## config.mk

```make
export PLATFORM = sky130hd
export DESIGN_NAME = step_controller
export DESIGN_NICKNAME = d
export VERILOG_FILES = /design/src/rtl/step_controller.sv
export SDC_FILE = /design/constraint.sdc
export NUM_CORES = 1
export LEC_CHECK = 0
export CORE_ASPECT_RATIO = 1.5
export CORE_MARGIN = 3
export CORE_UTILIZATION = 35
export CTS_CLUSTER_DIAMETER = 150
export DETAILED_ROUTE_END_ITERATION = 6
export PLACE_DENSITY = 0.76
export SETUP_SLACK_MARGIN = 0.05
export SLEW_MARGIN = 20
export SYNTH_ARGS = -nofsm -noshare
export SYNTH_HDL_FRONTEND = slang
export SYNTH_SLANG_ARGS = --single-unit
export TNS_END_PERCENT = 50
```

## constraint.sdc

```tcl
create_clock -name i_oszClk -period 3.2 [get_ports i_oszClk]
set_clock_uncertainty 0.2 [all_clocks]
set_input_delay 0.64 -clock i_oszClk [delete_from_list [all_inputs] [get_ports i_oszClk]]
set_output_delay 0.64 -clock i_oszClk [all_outputs]
set_load 0.01 [all_outputs]
```

## src/rtl/step_controller.sv

```systemverilog
// Clock-enable sequencer for the EDiC CPU datapath: turns the step button and
// the panel mode switches into a single microcycle enable.
module step_controller #(
  parameter int DEBOUNCE_CYCLES = 4,
  parameter int ADDR_WIDTH      = 16
) (
  input  logic                  i_oszClk,
  input  logic                  i_reset,
  input  logic                  i_btnStep,
  input  logic                  i_swInstrNCycle,
  input  logic                  i_swStepNRun,
  input  logic                  i_swEnableBreakpoint,
  input  logic [ADDR_WIDTH-1:0] i_breakpointAddress,
  input  logic [ADDR_WIDTH-1:0] i_pc,
  input  logic                  i_instrStart,
  input  logic                  i_halt,
  output logic                  o_cpuClkEn,
  output logic                  o_running,
  output logic                  o_breakpointHit
);

  typedef enum logic [1:0] {
    IDLE,
    INSTR,
    RUN,
    BREAK
  } state_t;

  localparam int CNT_W = $clog2(DEBOUNCE_CYCLES + 1);

  state_t           state;
  logic             issued;
  logic             skipBp;
  logic [3:0]       syncMeta;
  logic [3:0]       syncOut;
  logic             btnSync;
  logic             swInstrNCycle;
  logic             swStepNRun;
  logic             swEnableBreakpoint;
  logic [CNT_W-1:0] debounceCnt;
  logic             btnStable;
  logic             btnStableQ;
  logic             stepReq;
  logic             bpMatch;

  // Two-flop synchronizers for the button and the three panel switches.
  // NOTE: sequential state uses non-blocking assignments so every flop samples
  // the pre-edge value of its neighbour; blocking here would collapse the chain.
  always_ff @(posedge i_oszClk) begin
    if (i_reset) begin
      syncMeta <= '0;
      syncOut  <= '0;
    end else begin
      syncMeta <= {i_btnStep, i_swInstrNCycle, i_swStepNRun, i_swEnableBreakpoint};
      syncOut  <= syncMeta;
    end
  end

  assign {btnSync, swInstrNCycle, swStepNRun, swEnableBreakpoint} = syncOut;

  // A new button level is accepted only after DEBOUNCE_CYCLES consecutive
  // differing samples; any agreeing sample restarts the count.
  always_ff @(posedge i_oszClk) begin
    if (i_reset) begin
      debounceCnt <= '0;
      btnStable   <= 1'b0;
      btnStableQ  <= 1'b0;
    end else begin
      btnStableQ <= btnStable;
      if (btnSync == btnStable) begin
        debounceCnt <= '0;
      end else if (debounceCnt == CNT_W'(DEBOUNCE_CYCLES - 1)) begin
        btnStable   <= btnSync;
        debounceCnt <= '0;
      end else begin
        debounceCnt <= debounceCnt + 1'b1;
      end
    end
  end

  assign stepReq = btnStable & ~btnStableQ;

  assign bpMatch = swEnableBreakpoint & i_instrStart &
                   (i_pc == i_breakpointAddress) & ~skipBp;

  // Enable reacts in the same cycle to halt, reset and breakpoint so the
  // datapath never takes a step it should not.
  // NOTE: the default assignment up front keeps this block free of latches.
  always_comb begin
    o_cpuClkEn = 1'b0;
    if (!i_reset && !i_halt) begin
      case (state)
        IDLE:    o_cpuClkEn = swStepNRun & stepReq;
        INSTR:   o_cpuClkEn = ~(i_instrStart & issued);
        RUN:     o_cpuClkEn = ~bpMatch & ~swStepNRun;
        BREAK:   o_cpuClkEn = 1'b0;
        default: o_cpuClkEn = 1'b0;
      endcase
    end
  end

  always_ff @(posedge i_oszClk) begin
    if (i_reset) begin
      state  <= IDLE;
      issued <= 1'b0;
      skipBp <= 1'b0;
    end else begin
      // The resumed breakpoint instruction has left its boundary.
      if (o_cpuClkEn && !i_instrStart) begin
        skipBp <= 1'b0;
      end
      case (state)
        IDLE: begin
          // Halt holds the sequencer parked so run mode cannot bounce RUN/IDLE.
          if (!i_halt) begin
            if (!swStepNRun) begin
              state <= RUN;
            end else if (swInstrNCycle && stepReq) begin
              state  <= INSTR;
              issued <= 1'b1;
            end
          end
        end
        INSTR: begin
          if (i_halt || (i_instrStart && issued)) begin
            state  <= IDLE;
            issued <= 1'b0;
          end
        end
        RUN: begin
          if (i_halt) begin
            state <= IDLE;
          end else if (bpMatch) begin
            state <= BREAK;
          end else if (swStepNRun) begin
            state <= IDLE;
          end
        end
        BREAK: begin
          if (swStepNRun) begin
            state  <= IDLE;
            skipBp <= 1'b0;
          end else if (stepReq) begin
            state  <= RUN;
            skipBp <= 1'b1;
          end
        end
        default: state <= IDLE;
      endcase
    end
  end

  assign o_running       = (state == RUN);
  assign o_breakpointHit = (state == BREAK);

endmodule

```

# ---- Word level (Yosys, flattened, before mapping)
# Index checks and enable logic that the tools add are counted.
dict set report classes {
  n_eq_ne 13
  muxes 21
  bitwise 13
  add_sub_neg 1
  n_reduce_logical 14
}
# op count
set op_table {}
lappend op_table {{2-bit 2-to-1 mux} 9}
lappend op_table {{16-bit equality test} 1}
lappend op_table {{5-bit AND reduction} 2}
lappend op_table {{1-bit 2-to-1 mux} 9}
lappend op_table {{2-bit inequality test, second input constant} 4}
lappend op_table {{2-bit one-hot mux with 4 select lines} 1}
lappend op_table {{1-bit AND} 7}
lappend op_table {{1-bit inverter} 6}
lappend op_table {{2-bit equality test, second input constant} 2}
lappend op_table {{1-bit logical AND} 4}
lappend op_table {{4-bit by 2-bit inequality test with 1-bit output, second input constant} 1}
lappend op_table {{1-bit one-hot mux with 4 select lines} 1}
lappend op_table {{3-bit by 1-bit adder with 3-bit output, second input constant} 1}
lappend op_table {{3-bit by 2-bit equality test with 1-bit output, second input constant} 1}
lappend op_table {{1-bit logical NOT} 3}
lappend op_table {{3-bit by 1-bit inequality test with 1-bit output, second input constant} 1}
lappend op_table {{3-bit inequality test, second input constant} 1}
lappend op_table {{3-bit OR reduction} 1}
lappend op_table {{2-bit by 1-bit equality test with 1-bit output, second input constant} 1}
lappend op_table {{2-bit logical NOT} 1}
lappend op_table {{1-bit one-hot mux with 2 select lines} 1}
lappend op_table {{2-bit AND reduction} 1}
lappend op_table {{2-bit nonzero test} 1}
lappend op_table {{1-bit equality test} 1}
lappend op_table {{1-bit logical OR} 1}
dict set report word_totals {
  out_inout_bits 3
  in_bits 40
  ff_bits 17
}

# ---- Longest topological paths before layout
# Gate-level depths: netlist of the first run.
dict set report logic_depth {
  word_depth 12
  depth_mapped 6
  mapped_depth_nobuf 5
}

# ---- Worst setup path before layout of the first run
# Ideal clock, no wire load.
dict set report synth_timing {
  path_kind {input to output}
  from {input i_breakpointAddress[5]}
  to {output o_cpuClkEn}
  t_required_ns 2.360
  cell_stages 5
  n_path_buf 0
  setup_slack_ns 0.802
  arrival_ns 1.558
  cell_sequence {xnor2_1 nand4_1 nor4_1 nand4_1 a41o_1}
}
dict set report synth_between {
  elab_chain_cells 7
}
# item line
set synth_rtl {}
lappend synth_rtl {{start: declaration} 13} ;# input logic [ADDR_WIDTH-1:0] i_breakpointAddress,
lappend synth_rtl {{16-bit equality test} 84} ;# (i_pc == i_breakpointAddress) & ~skipBp;
lappend synth_rtl {{1-bit AND} 83} ;# assign bpMatch = swEnableBreakpoint & i_instrStart &
lappend synth_rtl {{1-bit AND} 84}
lappend synth_rtl {{1-bit inverter} 95} ;# RUN: o_cpuClkEn = ~bpMatch & ~swStepNRun;
lappend synth_rtl {{1-bit AND} 95}
lappend synth_rtl {{1-bit one-hot mux with 4 select lines} 92} ;# case (state)
lappend synth_rtl {{1-bit 2-to-1 mux} 91} ;# if (!i_reset && !i_halt) begin
lappend synth_rtl {{end: declaration} 17} ;# output logic o_cpuClkEn,
# No other way between the ends.

# ---- Worst setup path in the final report of the first run
dict set report layout_timing {
  from {input i_breakpointAddress[6]}
  to {output o_cpuClkEn}
}
# The elaborated chain is that of the path after synthesis.

==> run metrics, run 1 <==
vias per cell=5.29; Syn Inst Count=97; routed wire length=2.29 mm; Post-Synth XOR/XNOR Area=16.6%; Final setup violation count=0; met1 usage=14.9%; fraction of layout cells with a size suffix above 1=9.66%; Max Fanout on Critical Path=2; CTS Hold Buffers Added=0; CTS root buf=clkbuf_4; Clock transition at path regs=0.09 ns; post-layout min period=2.97 ns; Max-slew headroom=74.0%; First-pass DRT Iterations=4; post-CTS setup repair buffer count=0; Overflow after GRT=0; cell at the slowest stage of the critical path=clkdlybuf4s50_1; M2 GR Usage=27.7%; GR Util met3=3.95%; H-Tree Depth=1; Worst-Margin Slew=0.386 ns; initial antenna violation count=0; IO Pins=43; CP endpoint kind=primary output; # Max-Cap Violations=0; complex-gate fraction of the synthesized area=15.6%; CP Buf/Inv Count=3; wire per inst=13.6 µm; antenna cells=0; clock latency on the worst-skew pair=0.29 ns; Synth Area in Adders=2.79%; largest family of logic cells by synthesized area=simple AND/OR/NAND/NOR gates; Syn Area/Cell=9.24 µm²; critical path class=in -> out; Starting Density=38.3%; worst path arrival time=2.13 ns; largest net degree at the start of global routing=16; Area Overhead vs Synth=54.7%; CTS sink count=17; Inst Count DP=164; DP Wirelength=1.84 mm; Detailed Route Iter0 Violations=31; multiplexer area fraction after synthesis=1.12%; Port Buffer Count=42; DRC viols=0; outcome=finished clean; Syn Std Cell Area=896 µm²; Req. time, crit path=2.36 ns; simple logic cell fraction of the synthesized area=22.9%; Fmax achieved=337 MHz; post-route ant nets=0; Yosys Warn Count=0; final core occ=59.3%; die height=68.0 µm; Netlist cell types=32; Core ar.=2340 µm²; final setup TNS=0 ns; Worst setup SP type=input pin; CTS tree=yes; Final period util=92.8%; Max Root-Sink Buffers=2; GPL Wtd Cong=0.762; vias post-DR=889; full die area=3220 µm²; GRT Util Overall=14.7%; global-route wire length before repair=3.52 mm; DP Worst Slack=-0.205 ns; Die W=47.3 µm; register area share after synthesis=38.0%; total CTS buffers=3; setup ws final=0.231 ns; Synthesized Nets=139; crit-path cells=clkdlybuf4s50_1 -> xor2_1 -> nor4_1 -> buf_4 -> nand4_1 -> a41o_1 -> clkbuf_2; RSZ-0062 raised after global routing=no; Rows=21; Seq cells post-synth=17; endpoints failing hold=0; GR peak layer=met2; number of global-route vias before repair=900; Slew Viols, Final=0; Max VDD drop=271 µV; Non-Filler Instances=168; CP delay by family, top=buffers and inverters; PD cells=319 nW/µm²; worst hold path class=reg -> reg; leakage=0.541 nW; critical path's largest stage delay=0.42 ns; post-layout net count=188
## cell type report
type	instances	area (µm²)
Tap cell	23	28.8
Clock inverter	1	5.00
Sequential cell	17	340
Inverter	2	7.51
Clock buffer	3	22.5
Fill cell	205	952
Multi-Input combinational cell	75	529
Timing Repair Buffer	47	453
## placed cells by master (no fill, tap or decap), types with 3 or more instances in the layout
cell type        count
clkbuf_4             3
xor2_1              12
buf_4                5
dfxtp_1             17
nor2_1               8
xnor2_1              5
a21oi_1              5
or3_1                3
nor2b_1             13
clkdlybuf4s50_1     41
nor4_1               4
## registers in the layout (all words and copies together) (netlist names)
| signal | count |
|---|---|
| btnStable | 1 |
| debounceCnt | 3 |
| skipBp | 1 |
| syncMeta | 4 |
| state | 2 |
| syncOut | 4 |
| btnStableQ | 1 |
| issued | 1 |
## stage by stage
step                      area (µm²)  power [W]  hold slack [ns]
final                           1390   0.000442            0.221
after global routing            1390   0.000467            0.243
after CTS                       1390   0.000447            0.227
after detailed placement        1360   0.000336            0.214
after global placement          1360   0.000332            0.207
after floorplan                  896   0.000269            0.199
## Yosys cell counts
| cell | count | share of area (%) |
|---|---|---|
| and2b_1 | 1 | 0.84 |
| nor2b_1 | 13 | 9.1 |
| a21bo_2 | 1 | 1.1 |
| a21oi_1 | 5 | 2.8 |
| a311oi_1 | 1 | 0.98 |
| xor2_1 | 12 | 12 |
| a211o_1 | 1 | 0.98 |
| o21ai_0 | 1 | 0.56 |
| xnor2_1 | 5 | 4.9 |
| nand4_1 | 2 | 1.4 |
| inv_1 | 2 | 0.84 |
| o21ba_2 | 1 | 1.1 |
| nor2_1 | 8 | 3.4 |
| a22oi_1 | 1 | 0.84 |
| or3_1 | 3 | 2.1 |
| a31oi_1 | 1 | 0.70 |
| clkbuf_1 | 2 | 0.84 |
| nor3_1 | 1 | 0.56 |
| ha_1 | 2 | 2.8 |
| a41o_1 | 1 | 1.1 |
| a221oi_1 | 1 | 0.98 |
| nor4_1 | 4 | 2.8 |
| nand2_1 | 2 | 0.84 |
| and2_4 | 1 | 0.98 |
| dfxtp_1 | 17 | 38 |
| a41oi_1 | 1 | 0.98 |
| o22a_1 | 1 | 0.98 |
| mux2i_1 | 1 | 1.1 |
| a211oi_1 | 2 | 1.7 |
| buf_6 | 1 | 1.3 |
| o21bai_1 | 1 | 0.84 |
| and2b_2 | 1 | 0.98 |
## worst paths after layout
check	start	endpoint	slack, ns	cells past startpoint
setup / recovery	i_breakpointAddress[6]	o_cpuClkEn	0.23	7
hold / removal	debounceCnt[0]	debounceCnt[0]	0.22	1
setup reg to reg	state[1]	skipBp	1.44	5
hold reg to reg	debounceCnt[0]	debounceCnt[0]	0.22	1
## cells by family after synthesis
kind of cell,count (synthesis)
muxes,1
buffers and inverters,5
AOI/OAI and AO/OA,19
DFF,17
and+or+nand+nor,36
xor gates and xnor gates,17
adders and majority gates,2
## routing by layer
layer | wire [µm] | vias up
met5 | 0 | -
met4 | 27 | 0
met3 | 380 | 5
met2 | 1080 | 64
met1 | 792 | 384
li1 | - | 436
## report_power, final
| group | switching (W) | internal [W] | total [W] |
|---|---|---|---|
| Clock | 0.0000647 | 0.0000464 | 0.000111 |
| Sequential | 0.00000743 | 0.000218 | 0.000226 |
| Combinational | 0.0000339 | 0.0000708 | 0.000105 |
| Total | 0.000106 | 0.000336 | 0.000442 |
## what timing repair did
action / in CTS / in global routing
cloned: 0 / 0
setup endpoints to repair: 1 / 1
pin swaps: 2 / 2
gates resized for setup: 1 / 2
hold endpoints to repair: 0 / 0
Note: power is estimated with default switching activity, not from simulation.
==> run 2, diff against run 1 <==
--- a/config.mk
+++ b/config.mk
@@ -11,6 +11,7 @@
 export CTS_CLUSTER_DIAMETER = 150
 export DETAILED_ROUTE_END_ITERATION = 6
 export PLACE_DENSITY = 0.76
+export REMOVE_ABC_BUFFERS = 1
 export SETUP_SLACK_MARGIN = 0.05
 export SLEW_MARGIN = 20
 export SYNTH_ARGS = -nofsm -noshare
==> run 2 against run 1 <==
Cell area is 0.54% higher. Utilization grew 0.32 points. Count of clock-buffer cells in the layout rose by 1. Critical path depth stayed put. Register-to-register slack gained 0.03 ns. Sequential share of layout area is 0.13 points lower. Maximum frequency decreased by 2.1%. Worst setup slack lost 0.063 ns.
==> run metrics, run 2 (same netlist as run 1, synthesis figures left out) <==
CTS Hold Buffers Added=0 (unchanged); Max-slew headroom=77.2% (was 74.0%); IO Pins=43 (unchanged); initial antenna violation count=0 (unchanged); most common cell after layout, fill and taps aside=clkdlybuf4s50_1 (unchanged); Max VDD drop=252 µV (was 271 µV); post-route ant nets=0 (unchanged); critical path class=in -> out (unchanged); RR Endpoint=skipBp (unchanged); endpoints failing hold=0 (unchanged); global-route wire length before repair=3.36 mm (was 3.52 mm); GPL Wtd Cong=0.730 (was 0.762); post-CTS setup repair buffer count=0 (unchanged); RSZ-0062 raised after global routing=no (unchanged); First-pass DRT Iterations=4 (unchanged); clock latency on the worst-skew pair=0.28 ns (was 0.29 ns); area of the multi-input gates=542 µm² (was 529 µm²); antenna cells=0 (unchanged); wire per inst=13.3 µm (was 13.6 µm); crit path from=i_breakpointAddress[5] (was i_breakpointAddress[6]); top flop regs=syncMeta x4, syncOut x4, debounceCnt x3 (unchanged); largest net degree at the start of global routing=16 (unchanged); # Max-Cap Violations=0 (unchanged); post-layout min period=3.03 ns (was 2.97 ns); final core occ=59.6% (was 59.3%); Overflow after GRT=0 (unchanged); worst path arrival time=2.19 ns (was 2.13 ns); post-layout net count=187 (was 188); CTS root buf=clkbuf_4 (unchanged); Req. time, crit path=2.36 ns (about the same); Starting Density=38.3% (unchanged); Worst-Margin Slew=0.339 ns (was 0.386 ns); PD cells=315 nW/µm² (was 319 nW/µm²); Die W=47.3 µm (unchanged); die height=68.0 µm (unchanged); number of global-route vias before repair=838 (was 900); min-delay src=debounceCnt[0] (unchanged); Max Fanout on Critical Path=2 (unchanged); Max Root-Sink Buffers=2 (unchanged); leakage=0.537 nW (was 0.541 nW); fillcell total=224 (was 205); DRC viols=0 (unchanged); Core ar.=2340 µm² (unchanged); Final setup violation count=0 (unchanged); Final period util=94.8% (was 92.8%); Port Buffer Count=42 (unchanged); vias post-DR=888 (was 889); Detailed Route Iter0 Violations=9 (was 31); Non-Filler Instances=167 (was 168); full die area=3220 µm² (unchanged); Worst R2R Start=state[1] (unchanged); routed wire length=2.21 mm (was 2.29 mm); total CTS buffers=3 (unchanged); CP endpoint kind=primary output (unchanged); Setup crit end=o_cpuClkEn (unchanged); Worst R2R Setup Slack=1.47 ns (was 1.44 ns); outcome=finished clean (unchanged); Fmax achieved=330 MHz (was 337 MHz); Worst setup SP type=input pin (unchanged); Clock transition at path regs=0.09 ns (about the same); Area Overhead vs Synth=55.6% (was 54.7%); Slew Viols, Final=0 (unchanged); H-Tree Depth=1 (unchanged); worst hold path class=reg -> reg (unchanged); CTS tree=yes (unchanged); GRT Util Overall=14.3% (was 14.7%); CTS sink count=17 (unchanged); R2R cell count=5 (unchanged); commonest cells after routing, fill and taps aside=clkdlybuf4s50_1 (41), dfxtp_1 (17), nor2b_1 (13), xor2_1 (12), nor2_1 (8) (unchanged); Rows=21 (unchanged); fraction of layout cells with a size suffix above 1=9.03% (was 9.66%); DP Wirelength=1.84 mm (about the same); Inst Count DP=163 (was 164); Register Area=340 µm² (unchanged); vias per cell=5.32 (was 5.29)
## run 2: changes by cell type in the layout (fill, tap and decap cells not counted), sizes merged
cell / delta
buf: -1
clkinv: -1
dlygate4sd2: +1
## run 2: how the worst min path moves through the flow
stage | cells after the start | slack (ns) | to
after floorplan | 1 | 0.20 | debounceCnt[0]
after global placement | 1 | 0.21 | debounceCnt[0]
after detailed placement | 1 | 0.22 | debounceCnt[0]
after CTS | 1 | 0.24 | debounceCnt[0]
after global routing | 1 | 0.25 | debounceCnt[0]
final | 1 | 0.23 | debounceCnt[0]
## run 2: layout make-up
class                           count  area share [%]
Clock buffer                        4            1.89
Inverter                            2           0.539
Multi-Input combinational cell     75            38.9
Sequential cell                    17            24.4
Tap cell                           23            2.06
Timing Repair Buffer               46            32.2
## run 2: layer usage
metal,global-route usage (%),part of all wire (%),up-vias
li1,-,-,433
met2,25.8,49,44
met3,5.26,15,4
met4,6.23,1.3,0
met5,0,0,-
met1,13.6,34,407
## run 2: metrics by stage
step           TNS, ns  area, µm²  total power, W  setup WS [ns]  hold WS, ns
2_1_floorplan        0        877        0.000265          0.802        0.199
3_3_place_gp    -0.149       1360        0.000332         -0.149        0.207
3_5_place_dp    -0.247       1360        0.000334         -0.247        0.222
4_1_cts              0       1390        0.000445         0.0537        0.239
5_1_grt              0       1390        0.000466         0.0850        0.251
6_report             0       1390        0.000439          0.168        0.232
## run 2: critical path, cell delays in order
cell	delay [ns]
clkdlybuf4s50_1	0.48
xnor2_1	0.13
nand4_1	0.12
nor4_2	0.16
nand4_1	0.13
a41o_1	0.23
dlygate4sd2_1	0.29
## run 2: where the power goes
group / switching, W / internal (W) / leakage, nW / total (W)
Sequential: 0.00000713 / 0.000218 / 0.139 / 0.000225
Combinational: 0.0000340 / 0.0000705 / 0.383 / 0.000104
Clock: 0.0000608 / 0.0000484 / 0.0150 / 0.000109
Total: 0.000102 / 0.000337 / 0.537 / 0.000439
## run 2: timing repair
action | in CTS | in global routing
setup endpoints to repair | 1 | 1
gates cloned | 0 | 0
pin swaps | 2 | 3
resized for setup | 2 | 1
==> run 3, diff against run 2 <==
--- a/config.mk
+++ b/config.mk
@@ -5,12 +5,15 @@
 export SDC_FILE = /design/constraint.sdc
 export NUM_CORES = 1
 export LEC_CHECK = 0
+export CELL_PAD_IN_SITES_DETAIL_PLACEMENT = 1
+export CELL_PAD_IN_SITES_GLOBAL_PLACEMENT = 2
 export CORE_ASPECT_RATIO = 1.5
 export CORE_MARGIN = 3
-export CORE_UTILIZATION = 35
+export CORE_UTILIZATION = 24
 export CTS_CLUSTER_DIAMETER = 150
 export DETAILED_ROUTE_END_ITERATION = 6
-export PLACE_DENSITY = 0.76
+export PLACE_DENSITY = 0.89
+export RECOVER_POWER = 100
 export REMOVE_ABC_BUFFERS = 1
 export SETUP_SLACK_MARGIN = 0.05
 export SLEW_MARGIN = 20
==> run 3 against run 2 <==
Worst setup slack improved by 0.016 ns. Sequential power about the same. Clock power grew 41%. First-iteration DRC count fell by 67%. Largest cell class unchanged. Critical path depth is the same. Die area grew 40%. Maximum frequency increased by 0.54%. Largest power group unchanged. Utilization fell by 18 points. Highest routed layer unchanged. Via count rose by 0.90%. Routed wire length rose by 15%.
==> run metrics, run 3 (same netlist as run 1, synthesis figures left out) <==
P_int=0.000376 W (was 0.000337 W); final core occ=41.3% (was 59.6%); crit-path cells=clkdlybuf4s50_1 -> xor2_1 -> nor4_2 -> buf_4 -> nand4_1 -> a41o_1 -> clkbuf_1 (was clkdlybuf4s50_1 -> xnor2_1 -> nand4_1 -> nor4_2 -> nand4_1 -> a41o_1 -> dlygate4sd2_1); PD cells=337 nW/µm² (was 315 nW/µm²); Core ar.=3480 µm² (was 2340 µm²); Req. time, crit path=2.36 ns (about the same); Port Buffer Count=42 (unchanged); clock latency on the worst-skew pair=0.24 ns (was 0.28 ns); Worst-Margin Slew=0.462 ns (was 0.339 ns); largest net degree at the start of global routing=13 (was 16); First-pass DRT Iterations=3 (was 4); Rows=26 (was 21); Psw=0.000109 W (was 0.000102 W); Final setup violation count=0 (unchanged); final hold slack=0.228 ns (was 0.232 ns); IO Pins=43 (unchanged); worst hold path class=reg -> reg (unchanged); # Max-Cap Violations=0 (unchanged); GRT Util Overall=12.3% (was 14.3%); sequential power share=46.7% (was 51.3%); Die W=55.9 µm (was 47.3 µm); total CTS buffers=3 (unchanged); R2R cell count=5 (unchanged); worst path arrival time=2.18 ns (was 2.19 ns); endpoints failing hold=0 (unchanged); Detailed Route Iter0 Violations=3 (was 9); Register Area=340 µm² (unchanged); GPL Wtd Cong=0.745 (was 0.730); antenna cells=0 (unchanged); routed wire length=2.54 mm (was 2.21 mm); global-route wire length before repair=4.38 mm (was 3.36 mm); Non-Filler Instances=188 (was 167); outcome=finished clean (unchanged); DRC viols=0 (unchanged); initial antenna violation count=0 (unchanged); Fmax achieved=332 MHz (was 330 MHz); Starting Density=25.7% (was 38.3%); fillcell total=415 (was 224); Clock transition at path regs=0.06 ns (was 0.09 ns); post-layout net count=189 (was 187); DP Wirelength=2.13 mm (was 1.84 mm); Max Root-Sink Buffers=2 (unchanged); Net Sw Frac=22.5% (was 23.2%); min-delay src=debounceCnt[0] (unchanged); commonest cells after routing, fill and taps aside=clkdlybuf4s50_1 (39), dfxtp_1 (17), nor2b_1 (13), xor2_1 (12), nor2_1 (8) (was clkdlybuf4s50_1 (41), dfxtp_1 (17), nor2b_1 (13), xor2_1 (12), nor2_1 (8)); critical path class=in -> out (unchanged); Worst R2R Setup Slack=1.39 ns (was 1.47 ns); Worst setup SP type=input pin (unchanged); RSZ-0062 raised after global routing=no (unchanged); wire per inst=13.5 µm (was 13.3 µm); CTS tree=yes (unchanged); leakage=0.546 nW (was 0.537 nW); Comb pwr share=21.4% (was 23.8%); Inst Count DP=183 (was 163); post-route ant nets=0 (unchanged); Overflow after GRT=0 (unchanged); crit path from=i_breakpointAddress[4] (was i_breakpointAddress[5]); Max-slew headroom=69.2% (was 77.2%); Max Fanout on Critical Path=2 (unchanged); fraction of layout cells with a size suffix above 1=7.53% (was 9.03%); die height=80.8 µm (was 68.0 µm); Slew Viols, Final=0 (unchanged); post-layout min period=3.02 ns (was 3.03 ns); Hold Path Stages=1 (unchanged); cell at the slowest stage of the critical path=clkdlybuf4s50_1 (unchanged); CTS sink count=17 (unchanged); top flop regs=syncMeta x4, syncOut x4, debounceCnt x3 (unchanged); vias per cell=4.77 (was 5.32); full die area=4520 µm² (was 3220 µm²); vias post-DR=896 (was 888); critical path's largest stage delay=0.41 ns (was 0.48 ns); most common cell after layout, fill and taps aside=clkdlybuf4s50_1 (unchanged); total power=0.000485 W (was 0.000439 W); CP endpoint kind=primary output (unchanged); Area Overhead vs Synth=60.3% (was 55.6%); H-Tree Depth=1 (unchanged); Max VDD drop=356 µV (was 252 µV); clock share of power=31.8% (was 24.9%); Final period util=94.2% (was 94.8%); area of the multi-input gates=539 µm² (was 542 µm²); number of global-route vias before repair=998 (was 838); Worst R2R Start=state[1] (unchanged); CTS root buf=clkbuf_8 (was clkbuf_4)
-- run 3: changes by cell type in the layout (fill, tap and decap cells not counted) --
cell             before  now
clkbuf_8              0    3
and2_4                1    0
and2_0                0    1
clkbuf_4              3    1
o21ba_1               0    1
clkbuf_1              1    4
o21ba_2               1    0
dlygate4sd2_1         1    0
dlygate4sd3_1         0    2
buf_4                 4    3
clkdlybuf4s50_1      41   39
-- run 3: layout make-up --
type | instances | share of cell area (%)
tap | 42 | 3.66
inverter | 2 | 0.523
timing repair buffer | 48 | 31.4
clock buffer | 4 | 3.14
sequential | 17 | 23.7
multi-input combinational | 75 | 37.5
-- run 3: worst paths after layout --
| path | to |
|---|---|
| worst max register to register | skipBp |
| worst min-delay path | debounceCnt[0] |
| worst max-delay path | o_cpuClkEn |
| worst min register to register | debounceCnt[0] |
-- run 3: stage by stage --
step	cell area, µm²	TNS (ns)	setup WS [ns]
2_1_floorplan	877	0	0.802
3_3_place_gp	1390	-0.271	-0.271
3_5_place_dp	1390	-0.337	-0.337
4_1_cts	1450	0	0.130
5_1_grt	1440	0	0.0944
6_report	1440	0	0.184
-- run 3: what timing repair did --
action,4_1_cts,5_1_grt
setup endpoints to repair,1,0
resized for setup,6,0
buffers inserted,1,0
hold buffers,0,0
endpoints found under the hold margin,0,0
-- run 3: layer usage --
| metal | GRT usage (%) | vias up | routed length [µm] |
|---|---|---|---|
| li1 | - | 438 | - |
| met3 | 2.07 | 4 | 130 |
| met5 | 0 | - | 0 |
| met1 | 11.5 | 422 | 899 |
| met2 | 25.2 | 32 | 1460 |
| met4 | 6.41 | 0 | 53 |
-- run 3: critical path: cells and delay by family --
family          cells  cell delay, ns
xor+xnor            1            0.17
simple gates        2            0.42
compound gates      1            0.25
buf+inv             3            0.68
-- run 3: power groups by stage --
| stage | registers [W] | clock network [W] | logic [W] |
|---|---|---|---|
| after floorplan | 0.000228 | 0 | 0.0000368 |
| after global placement | 0.000231 | 0 | 0.000104 |
| after detailed placement | 0.000231 | 0 | 0.000107 |
| after CTS | 0.000226 | 0.000162 | 0.000108 |
| after global routing | 0.000227 | 0.000174 | 0.000114 |
| final | 0.000227 | 0.000154 | 0.000104 |
